File: src/rtl/arb_request_buffer.sv
// Two-client request buffer: per-channel FIFOs drive R0/R1, and each accepted grant pops one entry.
// Optional starvation monitor is enabled by defining ARB_REQ_STARVE_EN.
module arb_request_buffer #(
    parameter int DATA_W       = 8,
    parameter int DEPTH        = 4,
    parameter int AW           = 2,
    parameter int STARVE_LIMIT = 15
) (
    input  logic              clock,
    input  logic              reset,
    input  logic              in0_valid,
    input  logic [DATA_W-1:0] in0_data,
    output logic              in0_ready,
    input  logic              in1_valid,
    input  logic [DATA_W-1:0] in1_data,
    output logic              in1_ready,
    output logic              R0,
    output logic              R1,
    input  logic              G0,
    input  logic              G1,
    output logic              out_valid,
    output logic [DATA_W-1:0] out_data,
    output logic              out_src,
    output logic              grant_err,
    output logic [1:0]        starve
);

    if (DEPTH != (1 << AW) || DEPTH < 2 || STARVE_LIMIT < 1) begin : g_bad_cfg
        $error("arb_request_buffer: DEPTH must equal 2**AW (>= 2) and STARVE_LIMIT must be >= 1");
    end

    localparam logic [AW:0] FULL_CNT = (AW+1)'(DEPTH);

    logic [1:0]             w_in_valid;
    logic [1:0]             w_grant;
    logic [1:0]             w_req;
    logic [1:0]             w_ready;
    logic [1:0]             w_push;
    logic [1:0]             w_pop;
    logic [1:0]             w_starve;
    logic                   w_grant_err;
    logic [1:0][DATA_W-1:0] w_in_data;
    logic [1:0][DATA_W-1:0] w_rd_data;

    logic                   r_out_valid;
    logic [DATA_W-1:0]      r_out_data;
    logic                   r_out_src;
    logic                   r_grant_err;

    assign w_in_valid = {in1_valid, in0_valid};
    assign w_in_data  = {in1_data, in0_data};
    assign w_grant    = {G1, G0};

    // Channel 0 wins a double grant; channel 1's grant is then ignored.
    assign w_pop[0] = w_grant[0] & w_req[0];
    assign w_pop[1] = w_grant[1] & w_req[1] & ~w_grant[0];
    assign w_push   = w_in_valid & w_ready;

    assign w_grant_err = (&w_grant)
                       | (w_grant[0] & ~w_req[0])
                       | (w_grant[1] & ~w_req[1]);

    genvar gi;
    generate
        for (gi = 0; gi < 2; gi++) begin : g_ch
            logic [AW:0]       r_count;
            logic [AW-1:0]     r_wr_ptr;
            logic [AW-1:0]     r_rd_ptr;
            logic [DATA_W-1:0] r_mem [DEPTH];

            always_ff @(posedge clock or negedge reset) begin
                if (!reset) begin
                    r_count  <= '0;
                    r_wr_ptr <= '0;
                    r_rd_ptr <= '0;
                end else begin
                    if (w_push[gi]) r_wr_ptr <= r_wr_ptr + 1'b1;
                    if (w_pop[gi])  r_rd_ptr <= r_rd_ptr + 1'b1;
                    case ({w_push[gi], w_pop[gi]})
                        2'b10:   r_count <= r_count + 1'b1;
                        2'b01:   r_count <= r_count - 1'b1;
                        default: r_count <= r_count;
                    endcase
                end
            end

            // Storage is not reset; the pointers alone decide what is valid.
            always_ff @(posedge clock) begin
                if (w_push[gi]) r_mem[r_wr_ptr] <= w_in_data[gi];
            end

            assign w_req[gi]     = (r_count != '0);
            assign w_ready[gi]   = (r_count != FULL_CNT);
            assign w_rd_data[gi] = r_mem[r_rd_ptr];

`ifdef ARB_REQ_STARVE_EN
            localparam int SW = $clog2(STARVE_LIMIT + 1);
            logic [SW-1:0] r_starve_cnt;
            logic          r_starve;

            always_ff @(posedge clock or negedge reset) begin
                if (!reset) begin
                    r_starve_cnt <= '0;
                    r_starve     <= 1'b0;
                end else begin
                    if (!w_req[gi] || w_grant[gi])
                        r_starve_cnt <= '0;
                    else if (r_starve_cnt != SW'(STARVE_LIMIT))
                        r_starve_cnt <= r_starve_cnt + 1'b1;
                    if (r_starve_cnt == SW'(STARVE_LIMIT))
                        r_starve <= 1'b1;
                end
            end

            assign w_starve[gi] = r_starve;
`else
            assign w_starve[gi] = 1'b0;
`endif
        end
    endgenerate

    always_ff @(posedge clock or negedge reset) begin
        if (!reset) begin
            r_out_valid <= 1'b0;
            r_out_data  <= '0;
            r_out_src   <= 1'b0;
            r_grant_err <= 1'b0;
        end else begin
            r_out_valid <= |w_pop;
            if (w_pop[0]) begin
                r_out_data <= w_rd_data[0];
                r_out_src  <= 1'b0;
            end else if (w_pop[1]) begin
                r_out_data <= w_rd_data[1];
                r_out_src  <= 1'b1;
            end
            if (w_grant_err) r_grant_err <= 1'b1;
        end
    end

    assign in0_ready = w_ready[0];
    assign in1_ready = w_ready[1];
    assign R0        = w_req[0];
    assign R1        = w_req[1];
    assign out_valid = r_out_valid;
    assign out_data  = r_out_data;
    assign out_src   = r_out_src;
    assign grant_err = r_grant_err;
    assign starve    = w_starve;

endmodule

File: config.mk
export PLATFORM = sky130hd
export DESIGN_NAME = arb_request_buffer
export DESIGN_NICKNAME = d
export VERILOG_FILES = /design/src/rtl/arb_request_buffer.sv
export SDC_FILE = /design/constraint.sdc
export NUM_CORES = 1
export LEC_CHECK = 0
export BUFFER_PORTS_ARGS = -buffer_cell sky130_fd_sc_hd__buf_2
export CORE_AREA = 2 2 112 87
export CTS_BUF_LIST = sky130_fd_sc_hd__clkbuf_4 sky130_fd_sc_hd__clkbuf_8
export DETAILED_ROUTE_END_ITERATION = 8
export DIE_AREA = 0 0 114 89
export PLACE_DENSITY = 0.61
export SETUP_SLACK_MARGIN = 0.15
export SYNTH_ARGS = -nofsm -noshare
export SYNTH_HDL_FRONTEND = slang
export SYNTH_SLANG_ARGS = --single-unit
File: constraint.sdc
create_clock -name clock -period 2.4 [get_ports clock]
set_input_delay 0.48 -clock clock [delete_from_list [all_inputs] [get_ports clock]]
set_output_delay 0.48 -clock clock [all_outputs]
set_load 0.02 [all_outputs]
Yosys cells after proc, flatten, opt, wreduce, memory -nomap -nowiden
Memory sizes are Yosys's and may differ from the RTL's.
Index checks and enable logic that the tools add are counted.
- output and inout port bits: 17
- logic and storage cells: 54
- memories: 2
- input port bits: 22
- bits in writable memories: 64
- register bits after elaboration: 25
- equality and inequality tests: 6
- muxes and demuxes: 10
- add/subtract/negate cells: 8
- bitwise logic cells: 11
- reductions and logical operators: 7
- memory list (memory ; depth ; bits a word ; rd ports ; clocked after memory_dff ; wr ports ; line ; RTL):
    g_ch[0].r_mem ; 4 ; 8 ; 1 ; 0 ; 1 ; 69 ; logic [DATA_W-1:0] r_mem [DEPTH];
    g_ch[1].r_mem ; 4 ; 8 ; 1 ; 0 ; 1 ; 69 ;
- operators by type and width (kind ; number):
    8-bit 2-to-1 mux ; 2
    3-bit case mux with 2 select lines ; 2
    2-bit by 1-bit adder with 2-bit output, second input constant ; 4
    3-bit by 1-bit adder with 3-bit output, second input constant ; 2
    1-bit 2-to-1 mux ; 6
    3-bit inequality test, second input constant ; 2
    2-bit nonzero test ; 3
    3-bit nonzero test ; 2
    3-bit by 1-bit subtractor with 3-bit output, second input constant ; 2
    1-bit bitwise AND ; 5
    2-bit by 1-bit == test with 1-bit output, second input constant ; 2
    2-bit == test, second input constant ; 2
    1-bit inverter ; 3
    2-bit bitwise AND ; 1
    1-bit OR ; 2
    2-bit AND reduction ; 1
    2-bit OR reduction ; 1

Longest topological paths before layout
Gate-level depths: netlist (run 1).
- depth after elaboration: 5
- depth in mapped cells: 9
- mapped depth without buffers: 9

Least setup slack after synthesis (run 1)
OpenSTA, ideal clock, no wires.
- path kind: register -> register
- start: reg g_ch[1].r_count[0]
- end: reg g_ch[1].r_count[2]
- path slack: 0.208 ns
- library setup time: 0.079 ns
- period minus slack after synthesis: 2.192 ns
- arrival time: 2.113 ns
- data required time: 2.321 ns
- stages on the path, launching flop included: 10
- buffers on the path: 0
- cells stage by stage: dfrtp_1 -> or3b_1 -> and2_4 -> inv_1 -> ha_1 -> inv_1 -> fa_1 -> xor2_1 -> nor2_1 -> xor2_1
- elaborated cells on any way between the ends: 11
- classes of those cells: 2 x add/sub; 3 x eq/ne; 1 x mux; 3 x bitwise; 2 x reduce/logical
- RTL lines (what ; line ; RTL):
    from (decl) ; 66 ; logic [AW:0] r_count;
    from (signal assigned) ; 80 ; 2'b10: r_count <= r_count + 1'b1;
    from (signal assigned) ; 81 ; 2'b01: r_count <= r_count - 1'b1;
    from (signal assigned) ; 82 ; default: r_count <= r_count;
    3-bit inequality test * ; 93 ; assign w_ready[gi] = (r_count != FULL_CNT);
    via in1_ready ; 16 ; output logic in1_ready,
    2-bit bitwise AND * ; 57 ; assign w_push = w_in_valid & w_ready;
    2-bit by 1-bit == test with 1-bit output / 2-bit == test (equally long branches) ; 79 ; case ({w_push[gi], w_pop[gi]})
    3-bit case mux with 2 select lines / 2-bit nonzero test (equally long branches) ; -- ;
Mark *: on every way through the listed nets, which the timed path passes. The rest lies on a longest branch.
A chain may end at the register's enable or synchronous reset.

Worst setup path after layout (run 1)
- start: reg g_ch[0].r_count[0]
- end: reg g_ch[0].r_count[2]
- cells in the longest elaborated chain, start to end: 4
- elaborated cells on any way between the ends: 10
- classes of those cells: 2 x add/sub; 3 x eq/ne; 1 x mux; 2 x bitwise; 2 x reduce/logical
- ends and longest elaborated chain (what ; line):
    from (decl) ; 66
    from (signal assigned) ; 80
    from (signal assigned) ; 81
    from (signal assigned) ; 82
    3-bit inequality test / 3-bit nonzero test (equally long branches) ; 93, 92
    2-bit bitwise AND / 1-bit bitwise AND (equally long branches) ; 57, 55
    2-bit by 1-bit == test with 1-bit output / 2-bit == test (equally long branches) ; 79
    3-bit case mux with 2 select lines / 2-bit nonzero test (equally long branches) ; --
Parallel ways exist; a longest one is shown, timed or not.

==> flow_metrics.py, run 1 <==
metrics = {
    "cts": {
        "numCtsBuffers": 9,
        "htreeDepth": 3,
        "cts_tree": "built",
        "cts_buffer_depth": 2,
        "cts_num_sinks": 89,
        "clock_latency_on_the_worst_skew_pair_ns": 0.35,
        "cts.root.buffer_cell": "sky130_fd_sc_hd__clkbuf_8",
        "worst_setup_hold_path_clk_slew_ns": 0.08,
    },
    "pwr": {
        "power.density_nw_per_um2": 1220,
        "share_clk_of_total_power": 0.210,
        "power_switching_share": 0.317,
        "ir_drop_mv": 0.625,
        "power.switching_mw": 1.66,
        "cellInternalPower_mw": 3.58,
        "cellLeakagePower_nw": 1.64,
        "p_seq_frac": 0.458,
        "pwr-share-comb": 0.332,
    },
    "cells_and_area": {
        "syn2layout_area_growth_pct": 16.5,
        "final_core_utilization": 0.479,
        "total_nets_final": 299,
        "fraction_of_final_layout_cells_with_drive_strength_greater_than_1": 0.356,
        "stdcell_count": 382,
        "stdcell_area_sq_um": 4280,
        "antenna_cells_inserted": 0,
        "layout.filler_cells": 766,
    },
    "placed_design": {
        "post-dp-hpwl_um": 4670,
        "post_place_cell_area_sq_um": 4010,
        "placed_cells": 359,
        "placement.io_buffers": 36,
        "place.gp.congestion": 0.757,
    },
    "critical_path": {
        "critPathLaunchType": "register",
        "critical_path.max_stage_delay_ns": 0.42,
        "critPathRequiredTime_ns": 2.68,
        "path_class": "register to register",
        "setup.worst_path.end_class": "register",
        "critical_path_arrival_ns": 2.44,
        "critical_path.cell_chain": "or3b_4, and2_4, inv_1, ha_2, inv_1, fa_1, xor2_1, nor2_1, xor2_1",
        "crit_slowest_cell": "sky130_fd_sc_hd__or3b_4",
        "worstPathMaxFanout": 4,
    },
    "synthesis": {
        "number_of_synthesized_flops_with_an_enable_pin": 64,
        "synthTopCellsByArea": "sky130_fd_sc_hd__edfxtp_1, sky130_fd_sc_hd__dfrtp_1, sky130_fd_sc_hd__mux4_2, sky130_fd_sc_hd__ha_1, sky130_fd_sc_hd__xnor2_1",
        "avgSynthCellArea_sq_um": 17.4,
        "synth_area_leader_cell": "sky130_fd_sc_hd__edfxtp_1",
        "synth_top_cell_area_share": 0.523,
        "synth_seq_area_share": 0.693,
        "ys_dominant_reg_cell": "sky130_fd_sc_hd__edfxtp_1",
        "yosys.cell_count.top_type": "sky130_fd_sc_hd__edfxtp_1",
        "ys_async_sr_fraction": 0.281,
        "synthDistinctLibCells": 37,
        "synth_top_cells_by_count": "sky130_fd_sc_hd__edfxtp_1, sky130_fd_sc_hd__dfrtp_1, sky130_fd_sc_hd__mux4_2",
        "synth_cells": 211,
        "synth-seq-cells": 89,
        "syn_area_sq_um": 3670,
        "yosys_warnings": 0,
    },
    "route": {
        "ant_nets": 0,
        "drt_pass_1_iters": 4,
        "detail_route.drc_violations": 0,
        "wirelength_um": 6750,
        "wl_per_cell_um": 17.7,
        "detail_route.vias_per_cell": 5.00,
        "drtIter0Drc": 145,
        "vias": 1909,
    },
    "sta": {
        "final_period_minus_worst_setup_slack_ns": 2.16,
        "hold_worst_slack_ns": 0.134,
        "worst-slew-pin-transition_ns": 0.610,
        "relSlewSlack": 0.593,
        "maxClockFrequency_mhz": 463,
        "post-route-period-util": 0.900,
        "timing.final.setup_violations": 0,
        "finalSetupTns_ns": 0,
        "grt_setup_unrepaired": "false",
        "finalHoldViolCount": 0,
        "drv_slew": 0,
        "finClkSkew_ns": 0.00444,
    },
    "global_routing": {
        "largest_net_degree_at_the_start_of_global_routing": 26,
        "first_global_vias": 1958,
        "gr-total-overflow": 0,
        "number_of_antenna_violations_at_the_first_check_in_global_routing": 0,
        "grt.total_usage": 0.145,
        "wire_length_of_the_first_global_routing_pass_um": 10600,
    },
    "floorplan": {
        "placement_rows": 30,
        "coreArea_sq_um": 8930,
        "floorplan.die_area_sq_um": 10100,
        "start_util": 0.411,
        "ioPinCount": 39,
        "die_y_um": 89,
        "chipWidth_um": 114,
    },
    "job": {
        "drv_cap": 0,
    },
    "worst_hold_path": {
        "worstHoldPathType": "input pin to async pin",
    },
    "run_status": {
        "outcome": "completed",
    },
}
==> metrics by stage <==
step | setup WS [ns] | total power [mW]
floorplan | 0.208 | 3.57
global placement | 0.287 | 4.09
detailed placement | 0.169 | 4.11
CTS | 0.173 | 5.23
global route | 0.131 | 5.56
finish | 0.240 | 5.24
==> power by group through the flow <==
stage | clock network [mW] | logic (mW) | registers, mW
3_3_place_gp | 0 | 1.66 | 2.43
2_1_floorplan | 0 | 1.19 | 2.38
4_1_cts | 1.13 | 1.68 | 2.41
5_1_grt | 1.18 | 1.92 | 2.46
6_report | 1.10 | 1.74 | 2.40
3_5_place_dp | 0 | 1.67 | 2.44
==> worst max-delay path, delay by kind of cell (launching register included) <==
kind	cells	cell delay, ns
AND/OR/NAND/NOR	3	0.74
adder cells (fa/ha/maj)	2	0.54
buffers and inverters	2	0.11
XOR/XNOR	2	0.32
flip-flops	1	0.38
==> registers in the layout, summed over array words and instances (netlist names) <==
signal         flops
g_ch.r_mem        64
out_data           8
g_ch.r_count       6
g_ch.r_rd_ptr      4
g_ch.r_wr_ptr      4
grant_err          1
out_src            1
out_valid          1
==> final cells by class <==
cell class	instances	area (sq um)	share of cell area
Tap cell	112	140	0.0327
Sequential cell	89	2550	0.595
Clock buffer	12	146	0.0342
Timing Repair Buffer	51	293	0.0684
Clock inverter	4	67.6	0.0158
Multi-Input combinational cell	100	1040	0.242
Inverter	14	52.6	0.0123
==> per-layer routing <==
metal | vias to the layer above | global-route usage | wire, um
met1 | 951 | 0.213 | 3290
met3 | 10 | 0.0468 | 350
met5 | - | 0 | 0
met2 | 57 | 0.200 | 3000
met4 | 0 | 0.0588 | 110
li1 | 891 | - | -
==> cells by family (layout without fill, tap and decap cells) <==
kind of cell | Yosys count | count (layout) | share of synthesized area
fa+ha+maj | 12 | 12 | 0.0449
buf+inv | 23 | 81 | 0.0286
flops | 89 | 89 | 0.693
simple gates | 33 | 33 | 0.0521
mux | 19 | 19 | 0.108
xor+xnor | 12 | 12 | 0.0286
compound gates | 22 | 22 | 0.0436
other cells | 1 | 2 | 0.00102
==> path summary, 6_finish.rpt <==
kind / cells past startpoint / slack, ns / from / end
setup / recovery: 9 / 0.24 / g_ch[0].r_count[0] / g_ch[0].r_count[2]
hold / removal: 1 / 0.13 / reset / g_ch[0].r_rd_ptr[0]
setup reg to reg: 9 / 0.24 / g_ch[0].r_count[0] / g_ch[0].r_count[2]
hold reg to reg: 1 / 0.49 / grant_err / grant_err
max in group asynchronous: 1 / 1.86 / reset / g_ch[1].r_wr_ptr[0]
min in group clock: 1 / 0.34 / in0_data[7] / g_ch[0].r_mem[0][7]
==> cells in the final DEF, fill, tap and decap left out, drive strengths merged <==
cell    count
ha         10
and2        2
a31oi       5
o21bai      1
conb        2
mux2i       1
or3         1
o21ai       7
nor3        1
nand2b      1
xor2        5
or3b        2
nor2b       2
dfrtp      25
clkinv      2
o31ai       1
bufinv      2
a21o        1
clkbuf     12
o32a        3
mux4       16
o21a        3
fa          2
nand2       2
a21oi       1
xnor2       7
buf        51
inv        14
nor2        8
edfxtp     64
and3        8
mux2        2
nand3       6
==> what timing repair did <==
item	4_1_cts	5_1_grt
buffers inserted	0	7
hold buffers	0	0
gates resized for setup	0	4
setup endpoints to repair	0	3
Power figures use the tool's default switching activity.
==> run 2, diff against run 1 <==
--- a/config.mk
+++ b/config.mk
@@ -6,12 +6,15 @@
 export NUM_CORES = 1
 export LEC_CHECK = 0
 export BUFFER_PORTS_ARGS = -buffer_cell sky130_fd_sc_hd__buf_2
+export CELL_PAD_IN_SITES_DETAIL_PLACEMENT = 0
+export CELL_PAD_IN_SITES_GLOBAL_PLACEMENT = 1
 export CORE_AREA = 2 2 112 87
 export CTS_BUF_LIST = sky130_fd_sc_hd__clkbuf_4 sky130_fd_sc_hd__clkbuf_8
 export DETAILED_ROUTE_END_ITERATION = 8
 export DIE_AREA = 0 0 114 89
-export PLACE_DENSITY = 0.61
+export PLACE_DENSITY = 0.69
 export SETUP_SLACK_MARGIN = 0.15
+export SKIP_LAST_GASP = 1
 export SYNTH_ARGS = -nofsm -noshare
 export SYNTH_HDL_FRONTEND = slang
 export SYNTH_SLANG_ARGS = --single-unit
==> flow_metrics.py, run 2 (same netlist as run 1, synthesis figures left out) <==
metrics = {
    "cts": {
        "clock_latency_on_the_worst_skew_pair_ns": 0.36,
        "numCtsBuffers": 9,
        "cts_num_sinks": 89,
        "worst_setup_hold_path_clk_slew_ns": 0.09,
        "cts.root.buffer_cell": "sky130_fd_sc_hd__clkbuf_8",
        "cts.hold.buffers_added": 0,
        "htreeDepth": 3,
        "cts_buffer_depth": 2,
        "cts_tree": "built",
    },
    "pwr": {
        "power.density_nw_per_um2": 1210,
        "power_switching_share": 0.320,
        "cellLeakagePower_nw": 1.63,
        "share_clk_of_total_power": 0.213,
        "ir_drop_mv": 0.533,
        "p_seq_frac": 0.463,
        "pwr-share-comb": 0.323,
        "power.switching_mw": 1.65,
        "cellInternalPower_mw": 3.52,
        "p_total_mw": 5.17,
    },
    "floorplan": {
        "die_y_um": 89,
        "chipWidth_um": 114,
        "placement_rows": 30,
        "ioPinCount": 39,
        "start_util": 0.411,
        "floorplan.die_area_sq_um": 10100,
        "coreArea_sq_um": 8930,
    },
    "critical_path": {
        "critPathLaunchType": "register",
        "critical_path.cell_chain": "nor3_1, buf_4, inv_1, buf_2",
        "worstPathMaxFanout": 11,
        "crit_slowest_cell": "sky130_fd_sc_hd__dfrtp_1",
        "path_class": "register to output port",
        "critPathRequiredTime_ns": 1.92,
        "critical_path.max_stage_delay_ns": 0.43,
        "critical_path_arrival_ns": 1.70,
        "setup.worst_path.end_class": "output port",
    },
    "route": {
        "drt_pass_1_iters": 4,
        "wl_per_cell_um": 17.0,
        "wirelength_um": 6450,
        "detail_route.drc_violations": 0,
        "drtIter0Drc": 102,
        "detail_route.vias_per_cell": 4.97,
        "ant_nets": 0,
        "vias": 1889,
    },
    "global_routing": {
        "first_global_vias": 1972,
        "gr-total-overflow": 0,
        "wire_length_of_the_first_global_routing_pass_um": 10500,
        "largest_net_degree_at_the_start_of_global_routing": 26,
        "number_of_antenna_violations_at_the_first_check_in_global_routing": 0,
        "grt.total_usage": 0.142,
    },
    "cells_and_area": {
        "largest_register_ffs": 64,
        "multiInputGateArea_sq_um": 1030,
        "seqCellArea_sq_um": 2550,
        "mostFrequentLayoutCell": "sky130_fd_sc_hd__edfxtp_1",
        "total_nets_final": 297,
        "syn2layout_area_growth_pct": 16.2,
        "fraction_of_final_layout_cells_with_drive_strength_greater_than_1": 0.354,
        "stdcell_area_sq_um": 4270,
        "layout.filler_cells": 781,
        "commonest_cells_after_routing_fill_and_taps_aside": "sky130_fd_sc_hd__edfxtp_1, sky130_fd_sc_hd__buf_2, sky130_fd_sc_hd__dfrtp_1",
        "top_register": "g_ch.r_mem",
        "antenna_cells_inserted": 0,
    },
    "sta": {
        "timing.final.setup_violations": 0,
        "finClkSkew_ns": 0.0140,
        "finalHoldViolCount": 0,
        "drv_slew": 0,
        "grt_setup_unrepaired": "true",
        "maxClockFrequency_mhz": 458,
        "worst-slew-pin-transition_ns": 0.590,
        "finalSetupTns_ns": 0,
        "post-route-period-util": 0.909,
        "final_period_minus_worst_setup_slack_ns": 2.18,
        "relSlewSlack": 0.607,
    },
    "run_status": {
        "outcome": "completed",
    },
    "placed_design": {
        "post_place_cell_area_sq_um": 4010,
        "post-dp-hpwl_um": 4580,
        "placement.io_buffers": 36,
        "place.gp.congestion": 0.777,
    },
    "worst_hold_path": {
        "worstHoldPathType": "input pin to async pin",
    },
    "job": {
        "drv_cap": 0,
    },
}
## run 2: cell types whose count changed in the layout (fill, tap and decap cells not counted), moves of 2 or more
cell | previous run | this run
sky130_fd_sc_hd__buf_4 | 15 | 13
sky130_fd_sc_hd__clkbuf_4 | 3 | 0
sky130_fd_sc_hd__clkinv_1 | 2 | 0
sky130_fd_sc_hd__clkinv_2 | 0 | 2
sky130_fd_sc_hd__clkinv_4 | 0 | 2
## run 2: path summary, 6_finish.rpt
kind                               startpoint                  end  slack [ns]  cells after the start
max                        g_ch[1].r_count[0]                   R1        0.22                      4
min                                     reset  g_ch[0].r_wr_ptr[1]        0.11                      1
min reg2reg                         grant_err            grant_err        0.49                      1
min in group clock                in1_data[0]  g_ch[1].r_mem[0][0]        0.34                      1
max in group asynchronous               reset  g_ch[0].r_rd_ptr[0]        1.88                      1
max reg2reg                g_ch[1].r_count[0]   g_ch[1].r_count[2]        0.24                      9
## run 2: routing by layer
layer  track usage  up-vias  routed length [um]
met4        0.0565        0                  81
met5             0        -                   0
met2         0.206       39                2790
li1              -      894                   -
met1         0.204      946                3270
met3        0.0407       10                 316
## run 2: layout make-up
| type | instances | share of cell area |
|---|---|---|
| timing repair buffer | 49 | 0.0650 |
| clock inverter | 7 | 0.0223 |
| clock buffer | 9 | 0.0290 |
| sequential | 89 | 0.597 |
| inverter | 14 | 0.0123 |
| multi-input combinational | 100 | 0.242 |
| tap | 112 | 0.0328 |
## run 2: worst max-delay path, delay by kind of cell, from the launching register on
family | cells | cell delay [ns]
buf+inv | 3 | 0.57
simple gates | 1 | 0.34
flops | 1 | 0.43
## run 2: stage by stage
stage	setup WS, ns	hold WS (ns)	util	std cells
CTS	0.150	0.122	0.473	375
detailed placement	0.176	0.477	0.448	359
global route	0.106	0.159	0.478	380
finish	0.219	0.109	0.478	380
global placement	0.259	0.469	0.448	359
floorplan	0.208	0.184	-	212
## run 2: what timing repair did
action,in CTS,in global routing
setup endpoints to repair,0,3
buffers inserted,0,5
hold endpoints to repair,0,0
resized for setup,0,3
## run 2: power by group through the flow
stage	sequential, mW	clock (mW)	combinational [mW]
floorplan	2.38	0	1.19
global placement	2.43	0	1.64
CTS	2.41	1.13	1.66
detailed placement	2.44	0	1.65
finish	2.40	1.10	1.67
global route	2.46	1.18	1.86
==> run 3, diff against run 2 <==
--- a/config.mk
+++ b/config.mk
@@ -5,14 +5,15 @@
 export SDC_FILE = /design/constraint.sdc
 export NUM_CORES = 1
 export LEC_CHECK = 0
+export ABC_AREA = 1
 export BUFFER_PORTS_ARGS = -buffer_cell sky130_fd_sc_hd__buf_2
 export CELL_PAD_IN_SITES_DETAIL_PLACEMENT = 0
 export CELL_PAD_IN_SITES_GLOBAL_PLACEMENT = 1
-export CORE_AREA = 2 2 112 87
+export CORE_AREA = 2 2 117 91
 export CTS_BUF_LIST = sky130_fd_sc_hd__clkbuf_4 sky130_fd_sc_hd__clkbuf_8
 export DETAILED_ROUTE_END_ITERATION = 8
-export DIE_AREA = 0 0 114 89
-export PLACE_DENSITY = 0.69
+export DIE_AREA = 0 0 119 93
+export PLACE_DENSITY = 0.73
 export SETUP_SLACK_MARGIN = 0.15
 export SKIP_LAST_GASP = 1
 export SYNTH_ARGS = -nofsm -noshare
==> flow_metrics.py, run 3 <==
metrics = {
    "synthesis": {
        "synth-seq-cells": 89,
        "synth_area_leader_cell": "sky130_fd_sc_hd__edfxtp_1",
        "yosys_warnings": 0,
        "ys_dominant_reg_cell": "sky130_fd_sc_hd__edfxtp_1",
        "synth_top_cells_by_count": "sky130_fd_sc_hd__nand2_1, sky130_fd_sc_hd__edfxtp_1, sky130_fd_sc_hd__inv_1",
        "syn_area_sq_um": 4050,
        "synth_seq_area_share": 0.629,
        "number_of_synthesized_flops_with_an_enable_pin": 64,
        "synth_top_cell_area_share": 0.475,
        "ys_async_sr_fraction": 0.281,
        "avgSynthCellArea_sq_um": 10.6,
        "synth_cells": 382,
        "synthTopCellsByArea": "sky130_fd_sc_hd__edfxtp_1, sky130_fd_sc_hd__dfrtp_1, sky130_fd_sc_hd__nand2_1, sky130_fd_sc_hd__inv_1, sky130_fd_sc_hd__nand3_1",
        "synthDistinctLibCells": 32,
        "yosys.cell_count.top_type": "sky130_fd_sc_hd__nand2_1",
    },
    "global_routing": {
        "largest_net_degree_at_the_start_of_global_routing": 26,
        "first_global_vias": 2386,
        "grt.total_usage": 0.145,
        "number_of_antenna_violations_at_the_first_check_in_global_routing": 0,
        "gr-total-overflow": 0,
        "wire_length_of_the_first_global_routing_pass_um": 12000,
    },
    "sta": {
        "post-route-period-util": 0.820,
        "grt_setup_unrepaired": "false",
        "finalSetupTns_ns": 0,
        "finClkSkew_ns": 0.00967,
        "timing.final.setup_violations": 0,
        "finalHoldViolCount": 0,
        "final_period_minus_worst_setup_slack_ns": 1.97,
        "maxClockFrequency_mhz": 508,
        "relSlewSlack": 0.546,
        "worst-slew-pin-transition_ns": 0.680,
        "drv_slew": 0,
    },
    "cts": {
        "numCtsBuffers": 9,
        "worst_setup_hold_path_clk_slew_ns": 0.08,
        "cts_buffer_depth": 2,
        "htreeDepth": 3,
        "cts.root.buffer_cell": "sky130_fd_sc_hd__clkbuf_8",
        "cts.hold.buffers_added": 0,
        "cts_num_sinks": 89,
        "clock_latency_on_the_worst_skew_pair_ns": 0.35,
        "cts_tree": "built",
        "post_cts_resized": 0,
        "post_cts.repair.setup_buffers": 0,
    },
    "floorplan": {
        "chipWidth_um": 119,
        "start_util": 0.406,
        "die_y_um": 93,
        "ioPinCount": 39,
        "coreArea_sq_um": 9970,
        "floorplan.die_area_sq_um": 11100,
        "placement_rows": 32,
    },
    "route": {
        "detail_route.vias_per_cell": 4.51,
        "drt_pass_1_iters": 4,
        "ant_nets": 0,
        "detail_route.drc_violations": 0,
        "wirelength_um": 7440,
        "drtIter0Drc": 88,
        "wl_per_cell_um": 13.0,
        "vias": 2575,
    },
    "critical_path": {
        "critPathLaunchType": "register",
        "setup.worst_path.end": "g_ch[0].r_count[2]",
        "path_class": "register to register",
        "critPathRequiredTime_ns": 2.66,
        "worstPathMaxFanout": 8,
        "worst_setup_path_startpoint": "g_ch[0].r_count[1]",
        "ff2ff_path_depth": 10,
        "setup.reg_to_reg.worst_slack_ns": 0.43,
        "critical_path_arrival_ns": 2.23,
        "worstReg2RegEnd": "g_ch[0].r_count[2]",
        "setup.worst_path.end_class": "register",
        "r2r-start": "g_ch[0].r_count[1]",
    },
    "pwr": {
        "p_total_mw": 5.19,
        "cellLeakagePower_nw": 2.07,
        "power.density_nw_per_um2": 1140,
        "ir_drop_mv": 0.708,
    },
    "cells_and_area": {
        "mostFrequentLayoutCell": "sky130_fd_sc_hd__nand2_1",
        "syn2layout_area_growth_pct": 12.6,
        "total_nets_final": 464,
        "antenna_cells_inserted": 0,
        "stdcell_area_sq_um": 4560,
        "seqCellArea_sq_um": 2550,
        "largest_register_ffs": 64,
        "top_register": "g_ch.r_mem",
        "final_core_utilization": 0.457,
        "fraction_of_final_layout_cells_with_drive_strength_greater_than_1": 0.193,
        "multiInputGateArea_sq_um": 1140,
        "commonest_cells_after_routing_fill_and_taps_aside": "sky130_fd_sc_hd__nand2_1, sky130_fd_sc_hd__edfxtp_1, sky130_fd_sc_hd__inv_1",
        "layout.filler_cells": 923,
    },
    "placed_design": {
        "post_place_cell_area_sq_um": 4390,
        "place.gp.congestion": 0.727,
        "post-dp-hpwl_um": 5140,
        "placement.io_buffers": 36,
    },
    "run_status": {
        "outcome": "completed",
    },
    "worst_hold_path": {
        "worstHoldPathType": "input pin to async pin",
    },
    "job": {
        "drv_cap": 0,
    },
}
==> run 3: cell count changes after synthesis, moves of 5 or more <==
| cell | before | now |
|---|---|---|
| sky130_fd_sc_hd__a31oi_1 | 5 | 0 |
| sky130_fd_sc_hd__inv_1 | 14 | 62 |
| sky130_fd_sc_hd__mux4_2 | 16 | 0 |
| sky130_fd_sc_hd__nand2_1 | 2 | 88 |
| sky130_fd_sc_hd__nand3_1 | 6 | 37 |
| sky130_fd_sc_hd__nand3_2 | 0 | 6 |
| sky130_fd_sc_hd__nor2_1 | 8 | 33 |
| sky130_fd_sc_hd__xnor2_1 | 7 | 2 |
==> run 3: worst max-delay path, cell delays in order, from the launching register on <==
cell,delay [ns]
sky130_fd_sc_hd__dfrtp_1,0.43
sky130_fd_sc_hd__nor2_4,0.20
sky130_fd_sc_hd__nand2_1,0.11
sky130_fd_sc_hd__nand2_2,0.15
sky130_fd_sc_hd__ha_1,0.16
sky130_fd_sc_hd__inv_1,0.07
sky130_fd_sc_hd__fa_1,0.38
sky130_fd_sc_hd__nor2_1,0.12
sky130_fd_sc_hd__nor2_1,0.05
sky130_fd_sc_hd__nand2_1,0.07
sky130_fd_sc_hd__xor2_1,0.15
==> run 3: metrics by stage <==
stage | hold WS (ns) | setup slack (ns) | instances
floorplan | 0.184 | 0.409 | 383
global placement | 0.453 | 0.365 | 555
detailed placement | 0.470 | 0.332 | 555
CTS | 0.119 | 0.416 | 571
global route | 0.145 | 0.222 | 571
finish | 0.127 | 0.432 | 571
==> run 3: power breakdown <==
| group | internal, mW | leakage, nW | switching [mW] |
|---|---|---|---|
| registers | 2.09 | 0.875 | 0.310 |
| logic | 0.669 | 1.11 | 1.25 |
| clock network | 0.381 | 0.0885 | 0.490 |
==> run 3: kinds of logic (layout without fill, tap and decap cells) <==
logic type                 after synthesis  count (layout)  synth area share
AOI/OAI and AO/OA                       18              18            0.0253
and+or+nand+nor                        174             174             0.198
xor gates and xnor gates                 7               7            0.0170
buffers and inverters                   81             133            0.0887
adders and majority gates               12              12            0.0408
DFF                                     89              89             0.629
other                                    1               2          0.000926
==> run 3: worst min path at each step <==
stage                          from                  to  slack, ns  cells past startpoint
after floorplan               reset  g_ch[0].r_count[0]       0.18                      0
after global placement    grant_err           grant_err       0.45                      2
after detailed placement  grant_err           grant_err       0.47                      2
after CTS                     reset           out_valid       0.12                      1
after global routing          reset         out_data[2]       0.14                      1
final                         reset             out_src       0.13                      1
==> run 3: per-layer routing <==
metal	up-vias	GRT usage	wire length, um
li1	1300	-	-
met1	1225	0.194	3720
met2	42	0.229	3390
met3	8	0.0427	246
met4	0	0.0476	91
met5	-	0	0
==> run 3: cell type report <==
type,count,share of cell area
sequential,89,0.559
multi-input combinational,213,0.251
inverter,70,0.0587
timing repair buffer,47,0.0576
tap,136,0.0373
clock buffer,10,0.0288
clock inverter,6,0.00768
